File: config.mk
export PLATFORM = sky130hd
export DESIGN_NAME = pipeline_hazard_ctrl
export DESIGN_NICKNAME = d
export VERILOG_FILES = /design/src/rtl/rv32i_types.sv /design/src/rtl/hazard_perf_ctr.sv /design/src/rtl/pipeline_hazard_ctrl.sv
export SDC_FILE = /design/constraint.sdc
export NUM_CORES = 1
export LEC_CHECK = 0
export ABC_AREA = 1
export BUFFER_PORTS_ARGS = -buffer_cell sky130_fd_sc_hd__buf_2
export CAP_MARGIN = 40
export CORE_MARGIN = 5
export CORE_UTILIZATION = 25
export DETAILED_ROUTE_END_ITERATION = 8
export HOLD_SLACK_MARGIN = 0.08
export SYNTH_ARGS = -nofsm -noshare
export SYNTH_HDL_FRONTEND = slang
export SYNTH_SLANG_ARGS = --single-unit
File: constraint.sdc
create_clock -name clk -period 1.1 [get_ports clk]
set_input_delay 0.22 -clock clk [delete_from_list [all_inputs] [get_ports clk]]
set_output_delay 0.22 -clock clk [all_outputs]
set_load 0.005 [all_outputs]
File: src/rtl/rv32i_types.sv
// rv32i_types: shared pipeline types, hazard FSM state/cause enums and the cause-priority helper.
package rv32i_types;
  typedef enum logic {RUN, SQUASH} hazard_state_t;
  typedef enum logic [2:0] {HZ_NONE, HZ_DSTALL, HZ_REDIR, HZ_LUSE, HZ_ISTALL} hazard_cause_t;
  function automatic hazard_cause_t hz_cause(input hazard_state_t s, input logic d, input logic b,
                                             input logic l, input logic i);
    if (s == SQUASH) return d ? HZ_DSTALL : HZ_REDIR;
    return d ? HZ_DSTALL : b ? HZ_REDIR : l ? HZ_LUSE : i ? HZ_ISTALL : HZ_NONE;
  endfunction
endpackage

File: src/rtl/hazard_perf_ctr.sv
// hazard_perf_ctr: one saturating event counter, holds at all-ones.
module hazard_perf_ctr #(
  parameter int W = 32
) (
  input  logic         clk,
  input  logic         rst_n,
  input  logic         i_inc,
  output logic [W-1:0] o_cnt
);
  logic [W-1:0] r_cnt;
  always_ff @(posedge clk or negedge rst_n)
    if (!rst_n) r_cnt <= '0;
    else if (i_inc && !(&r_cnt)) r_cnt <= r_cnt + 1'b1;
  assign o_cnt = r_cnt;
endmodule

File: src/rtl/pipeline_hazard_ctrl.sv
// pipeline_hazard_ctrl: stall/flush sequencer for the 5-stage pipeline with post-redirect fetch squash.
// Define PIPE_PERF_CTR_EN to add the four saturating hazard perf counters.
module pipeline_hazard_ctrl
  import rv32i_types::*;
#(
  parameter int REG_ADDR_W = 5
`ifdef PIPE_PERF_CTR_EN
  , parameter int CTR_WIDTH = 32
`endif
) (
  input  logic                  clk,
  input  logic                  rst_n,
  input  logic                  imem_resp,
  input  logic                  dmem_resp,
  input  logic                  mem_access,
  input  logic                  br_taken,
  input  logic                  idex_mem_read,
  input  logic [REG_ADDR_W-1:0] idex_rd,
  input  logic [REG_ADDR_W-1:0] ifid_rs1,
  input  logic [REG_ADDR_W-1:0] ifid_rs2,
  output logic                  load_pc,
  output logic                  load_if_id,
  output logic                  load_id_ex,
  output logic                  load_ex_mem,
  output logic                  load_mem_wb,
  output logic                  flush_if_id,
  output logic                  flush_id_ex,
  output logic                  squash_active
`ifdef PIPE_PERF_CTR_EN
  , output logic [CTR_WIDTH-1:0] perf_dstall
  , output logic [CTR_WIDTH-1:0] perf_redir
  , output logic [CTR_WIDTH-1:0] perf_luse
  , output logic [CTR_WIDTH-1:0] perf_istall
`endif
);
  hazard_state_t r_state, w_next;
  hazard_cause_t w_cause;
  logic w_dstall, w_istall, w_luse;
  assign w_dstall = mem_access & ~dmem_resp;
  assign w_istall = ~imem_resp;
  assign w_luse   = idex_mem_read & (idex_rd != '0) & (idex_rd == ifid_rs1 | idex_rd == ifid_rs2);
  assign w_cause  = hz_cause(r_state, w_dstall, br_taken, w_luse, w_istall);
  assign squash_active = rst_n & (r_state == SQUASH);
  always_ff @(posedge clk or negedge rst_n)
    if (!rst_n) r_state <= RUN;
    else r_state <= w_next;
  always_comb begin
    w_next      = r_state;
    load_pc     = 1'b0;
    load_if_id  = 1'b0;
    load_id_ex  = 1'b0;
    load_ex_mem = 1'b0;
    load_mem_wb = 1'b0;
    flush_if_id = 1'b0;
    flush_id_ex = 1'b0;
    if (rst_n && r_state == RUN) begin
      load_pc     = w_cause inside {HZ_NONE, HZ_REDIR};
      load_if_id  = w_cause inside {HZ_NONE, HZ_REDIR};
      load_id_ex  = w_cause != HZ_DSTALL;
      load_ex_mem = w_cause != HZ_DSTALL;
      load_mem_wb = w_cause != HZ_DSTALL;
      flush_if_id = w_cause == HZ_REDIR;
      flush_id_ex = w_cause inside {HZ_REDIR, HZ_LUSE, HZ_ISTALL};
      w_next      = (w_cause == HZ_REDIR && w_istall) ? SQUASH : RUN;
    end else if (rst_n) begin
      load_if_id  = 1'b1;
      flush_if_id = 1'b1;
      load_id_ex  = ~w_dstall;
      flush_id_ex = 1'b1;
      load_ex_mem = ~w_dstall;
      load_mem_wb = ~w_dstall;
      w_next      = imem_resp ? RUN : SQUASH;
    end
  end
  // EX only holds bubbles while a stale fetch is outstanding, so no redirect can resolve here
  a_no_redir_in_squash: assert property (@(posedge clk) disable iff (!rst_n) r_state == SQUASH |-> !br_taken);
`ifdef PIPE_PERF_CTR_EN
  hazard_perf_ctr #(.W(CTR_WIDTH)) u_ctr_dstall (.clk(clk), .rst_n(rst_n), .i_inc(w_cause == HZ_DSTALL), .o_cnt(perf_dstall));
  hazard_perf_ctr #(.W(CTR_WIDTH)) u_ctr_redir  (.clk(clk), .rst_n(rst_n), .i_inc(w_cause == HZ_REDIR),  .o_cnt(perf_redir));
  hazard_perf_ctr #(.W(CTR_WIDTH)) u_ctr_luse   (.clk(clk), .rst_n(rst_n), .i_inc(w_cause == HZ_LUSE),   .o_cnt(perf_luse));
  hazard_perf_ctr #(.W(CTR_WIDTH)) u_ctr_istall (.clk(clk), .rst_n(rst_n), .i_inc(w_cause == HZ_ISTALL), .o_cnt(perf_istall));
`endif
endmodule

* Yosys cells after proc, flatten, opt, wreduce, memory -nomap -nowiden
Cells that the tools add are included.
Word-level totals: bits in registers 1, bits in latches 0, bits in writable memories 0, memory bits (read-only) 0, input bits 22, output and inout bits 8, word-level logic and storage cells 42, memories 0
Operators by class: $add $sub $neg 0, multiply operators 0, div/mod/pow operators 0, magnitude comparators 0, equal/unequal tests 6, shifts and indexed selects 0, muxes and demuxes 19, bitwise gates (word level) 9, reductions and logical operators 7
Operators by type and width (number):
- $mux W3 | 6
- $mux W1 | 12
- $eq A5 B5 Y1 | 2
- $eq A3 B2 Y1 const B | 2
- $reduce_bool A5 Y1 | 1
- $and A1 B1 Y1 | 4
- $not A1 Y1 | 4
- $reduce_bool A2 Y1 | 2
- $eq A3 B3 Y1 const B | 1
- $logic_not A3 Y1 | 1
- $ne A3 B1 Y1 const B | 1
- $reduce_bool A3 Y1 | 1
- $logic_and A1 B1 Y1 | 2
- $mux W2 | 1
- $or A1 B1 Y1 | 1

* Depth between registers and ports, before layout
depth in word-level cells 11, gate-level depth with buffers 12, mapped depth without buffers 12

* Least setup slack after synthesis
No wires, ideal clock.
kind register -> output, start register r_state, end output flush_id_ex, data arrival time 0.882 ns, data required time 0.880 ns, slack -0.002 ns, stages on the path, launching flop included 6, path buffers 0, cells stage by stage dfrtp_1 -> nor3_1 -> nand3_2 -> nand3_1 -> nand2_1 -> inv_1
Between the ends: longest elaborated chain between the ends 5, elaborated cells between the ends (all ways) 9, those cells by class 3 x eq/ne; 3 x mux; 1 x bitwise; 2 x reduce/logical
RTL lines:
- start, declared | RTL line pipeline_hazard_ctrl.sv:36 | hazard_state_t r_state, w_next;
- start signal, assigned | RTL line pipeline_hazard_ctrl.sv:46 | else r_state <= w_next;
- $mux W1 | RTL line rv32i_types.sv:7 | if (s == SQUASH) return d ? HZ_DSTALL : HZ_REDIR;
- $mux W3 | RTL line rv32i_types.sv:8 | return d ? HZ_DSTALL : b ? HZ_REDIR : l ? HZ_LUSE : i ? HZ_ISTALL : HZ_NONE;
- $eq A3 B2 Y1 or $eq A3 B3 Y1 (tied branches) | RTL line pipeline_hazard_ctrl.sv:63 | flush_id_ex = w_cause inside {HZ_REDIR, HZ_LUSE, HZ_ISTALL};
- $reduce_bool A3 Y1 | RTL line pipeline_hazard_ctrl.sv:63
- $mux W1 * | RTL line pipeline_hazard_ctrl.sv:56 | if (rst_n && r_state == RUN) begin
- end, declared | RTL line pipeline_hazard_ctrl.sv:27 | output logic flush_id_ex,
Every way passes the cells marked *; elsewhere a longest branch is shown, timed or not.

* Worst setup path in the final report
start input idex_rd[0], end output load_if_id
Between the ends: longest elaborated chain between the ends 10, elaborated cells between the ends (all ways) 14, those cells by class 3 x eq/ne; 5 x mux; 3 x bitwise; 3 x reduce/logical
RTL lines:
- start, declared | RTL line pipeline_hazard_ctrl.sv:18 | input logic [REG_ADDR_W-1:0] idex_rd,
- $eq A5 B5 Y1 or $reduce_bool A5 Y1 (tied branches) | RTL line pipeline_hazard_ctrl.sv:41 | assign w_luse = idex_mem_read & (idex_rd != '0) & (idex_rd == ifid_rs1 | idex_rd == ifid_rs2);
- $or A1 B1 Y1 or $and A1 B1 Y1 (tied branches) | RTL line pipeline_hazard_ctrl.sv:41
- $and A1 B1 Y1 * | RTL line pipeline_hazard_ctrl.sv:41
- $mux W3 * (4 in a row) | RTL line rv32i_types.sv:8
- $eq A3 B2 Y1 or $logic_not A3 Y1 (tied branches) | RTL line pipeline_hazard_ctrl.sv:58 | load_if_id = w_cause inside {HZ_NONE, HZ_REDIR};
- $reduce_bool A2 Y1 * | RTL line pipeline_hazard_ctrl.sv:58
- $mux W1 * | RTL line pipeline_hazard_ctrl.sv:56
- end, declared | RTL line pipeline_hazard_ctrl.sv:22 | output logic load_if_id,
Marked as above.

==> results.yml <==
setup_path:
  end_kind: "output port"
  worst_ep_required_time_ns: 0.88
  critPathArrivalTime_ns: 1.13
  start_kind: "input port"
  cp-startpoint: "idex_rd[0]"
  r2r_setup_slack_ns: 0.07
  r2r-end: "r_state"
  rr_worst_depth: 5
  endpoint: "load_if_id"
  critical_path_class: "input port to output port"
  timing.rr.start: "r_state"
  critical_path_peak_fanout: 4
pwr:
  power.total_w: 0.0002928
  p_leak_nw: 0.4242
  p_per_area_nw_per_um2: 448.3
  ir_worst_vdd_uv: 143.8
global_routing:
  overflow: 0
  grt_most_used_layer: "met2"
  grtUsageTotal_pct: 8.333
  met1_usage_pct: 9.725
  use_met2_pct: 16.96
  grt_pass1_vias: 489
  grtUsageMet3_pct: 0.6135
  grt_max_degree: 6
  antenna_found_initial: 0
  grt_pass1_wl_um: 1787
placement:
  numPortBuffers: 29
  dpl.hpwl_um: 926
  gp_congestion: 0.7690
die:
  ios: 30
  start_util_pct: 25.65
  core_area_um2: 1454
  fp.dieArea_um2: 2364
  die_w_um: 48.62
  rows: 14
  die_h_um: 48.62
layout:
  multi_input_area_um2: 290.3
  area_growth_pct: 75.17
  nets: 136
  largest_reg_flops: 1
  antenna_cells: 0
  max_flop_register: "r_state"
  top_regs: "r_state (1)"
  final_layout_size_suffix_gt1_share_pct: 48.21
  nFillCells: 162
  regArea_um2: 26.28
logic_synthesis:
  ys.flop_type: "dfrtp_1"
  yosys-top-cells-area: "nand2_1 (30%), inv_1 (15%), nor2_1 (10%)"
  synthTopCellsByCount: "nand2_1 (30), inv_1 (15), nor2_1 (10), inv_2 (5), nand3_1 (3)"
  syn_inst: 80
  synth_edf_count: 0
  synth_top_cell_by_area: "nand2_1"
  yosysWarnings: 0
  synth_top_area_share_pct: 30.20
  ys_ff_latch: 1
  ys_seq_area_share_pct: 6.711
  synthDistinctLibCells: 17
  syn_area_per_cell_um2: 4.661
  synth_nets: 102
  synthMostInstantiatedCell: "nand2_1"
  async_reset_ff_share_pct: 100.0
  netlist_area_um2: 372.9
flow_run:
  maxCapViolations: 0
detailed_routing:
  drtIter0Drc: 3
  drtPass1Iterations: 4
  drtAntennaViolNets: 0
  vias_per_cell: 4.266
  wire_per_inst_um: 8.219
  wirelength_um: 1052
  remaining_drc_errors: 0
  vias: 546
sta:
  drv_slew: 0
  setup_slack_ns: -0.2453
  worst_slew_pin_slew_ns: 0.1808
  rsz0062_at_grt: "yes"
  skew_ns: 0
  finalCritPeriodShare_pct: 122.3
  post-route-min-period_ns: 1.345
  fin_hold_ws_ns: 0.1135
  timing_hold_violations_final: 0
  setup_violations: 4
  fmax_mhz: 743.3
  relSlewSlack_pct: 87.91
cts:
  clock_latency_ns: 0
  cts_setup_buffers: 0
  clk_pin_slew_ns: 0
  hold_buffers: 0
worst_hold_path:
  hold_class: "input port to asynchronous set/reset pin"
run_status:
  violations: "setup timing"
  status: "complete, but fails checks"
==> routing by layer <==
layer / share of wire, % / vias to the layer above
met4: 0 / 0
met2: 48 / 22
met1: 41 / 225
met5: 0 / -
met3: 11 / 0
li1: - / 299
==> final cells by class <==
type,count,area share [%]
Multi-Input combinational cell,56,44.44
Sequential cell,1,4.023
Inverter,21,12.64
Timing Repair Buffer,34,35.82
Tap cell,16,3.065
==> kinds of logic after synthesis <==
logic type      after synthesis  synth area share [%]
compound gates                7                 11.75
simple gates                 47                 51.68
xor+xnor                      2                 4.699
flops                         1                 6.710
buf+inv                      23                 25.17
==> cells in the final DEF, fill, tap and decap left out, types with 2 or more instances in the layout <==
| master | Yosys | layout |
|---|---|---|
| inv_1 | 15 | 14 |
| buf_8 | 0 | 3 |
| buf_2 | 0 | 22 |
| o21ai_0 | 2 | 2 |
| inv_2 | 5 | 5 |
| buf_4 | 2 | 6 |
| xnor2_1 | 2 | 2 |
| buf_6 | 0 | 3 |
| nand2_2 | 1 | 2 |
| a21oi_1 | 2 | 2 |
| nor2_2 | 0 | 3 |
| nand2_1 | 30 | 28 |
| nand3_1 | 3 | 3 |
| nor2_1 | 10 | 6 |
| o21ai_2 | 2 | 2 |
==> worst max-delay path, stage by stage <==
cell and delay, ns:
buf_8 0.09, inv_2 0.04, nand2_1 0.05, nand2_1 0.05
nor2_1 0.09, nand3_1 0.08, nand2_1 0.08, nand2_2 0.07
o21ai_2 0.16, o21ai_2 0.07, buf_2 0.12
==> through the flow <==
stage | setup TNS [ns] | area (µm²) | cells | utilization, % | setup WS (ns)
after floorplan | 0 | 377.9 | 80 | - | 0.02196
after global placement | -0.9272 | 565.5 | 128 | 38.90 | -0.2865
after detailed placement | -0.9783 | 565.5 | 128 | 38.90 | -0.3116
after CTS | -0.8684 | 615.6 | 128 | 42.34 | -0.2796
after global routing | -1.230 | 653.1 | 128 | 44.92 | -0.4122
final | -0.7589 | 653.1 | 128 | 44.92 | -0.2453
==> repair_timing <==
item	4_1_cts	5_1_grt
pin swaps	12	11
resized for setup	13	12
cloned	0	0
endpoints found under the setup margin	4	8
hold endpoints to repair	0	0
==> how the worst min path moves through the flow <==
stage          start       to  slack, ns  cells after the start
2_1_floorplan  rst_n  r_state      -0.08                      0
3_3_place_gp   rst_n  r_state       0.11                      2
3_5_place_dp   rst_n  r_state       0.12                      2
4_1_cts        rst_n  r_state       0.12                      2
5_1_grt        rst_n  r_state       0.13                      2
6_report       rst_n  r_state       0.11                      2
==> report_power, final <==
group	internal [W]	total, W	switching [W]
Combinational	0.000129	0.000244	0.000115
Clock	0	0	0
Sequential	0.0000422	0.0000487	0.00000651
Power figures use the tool's default switching activity.
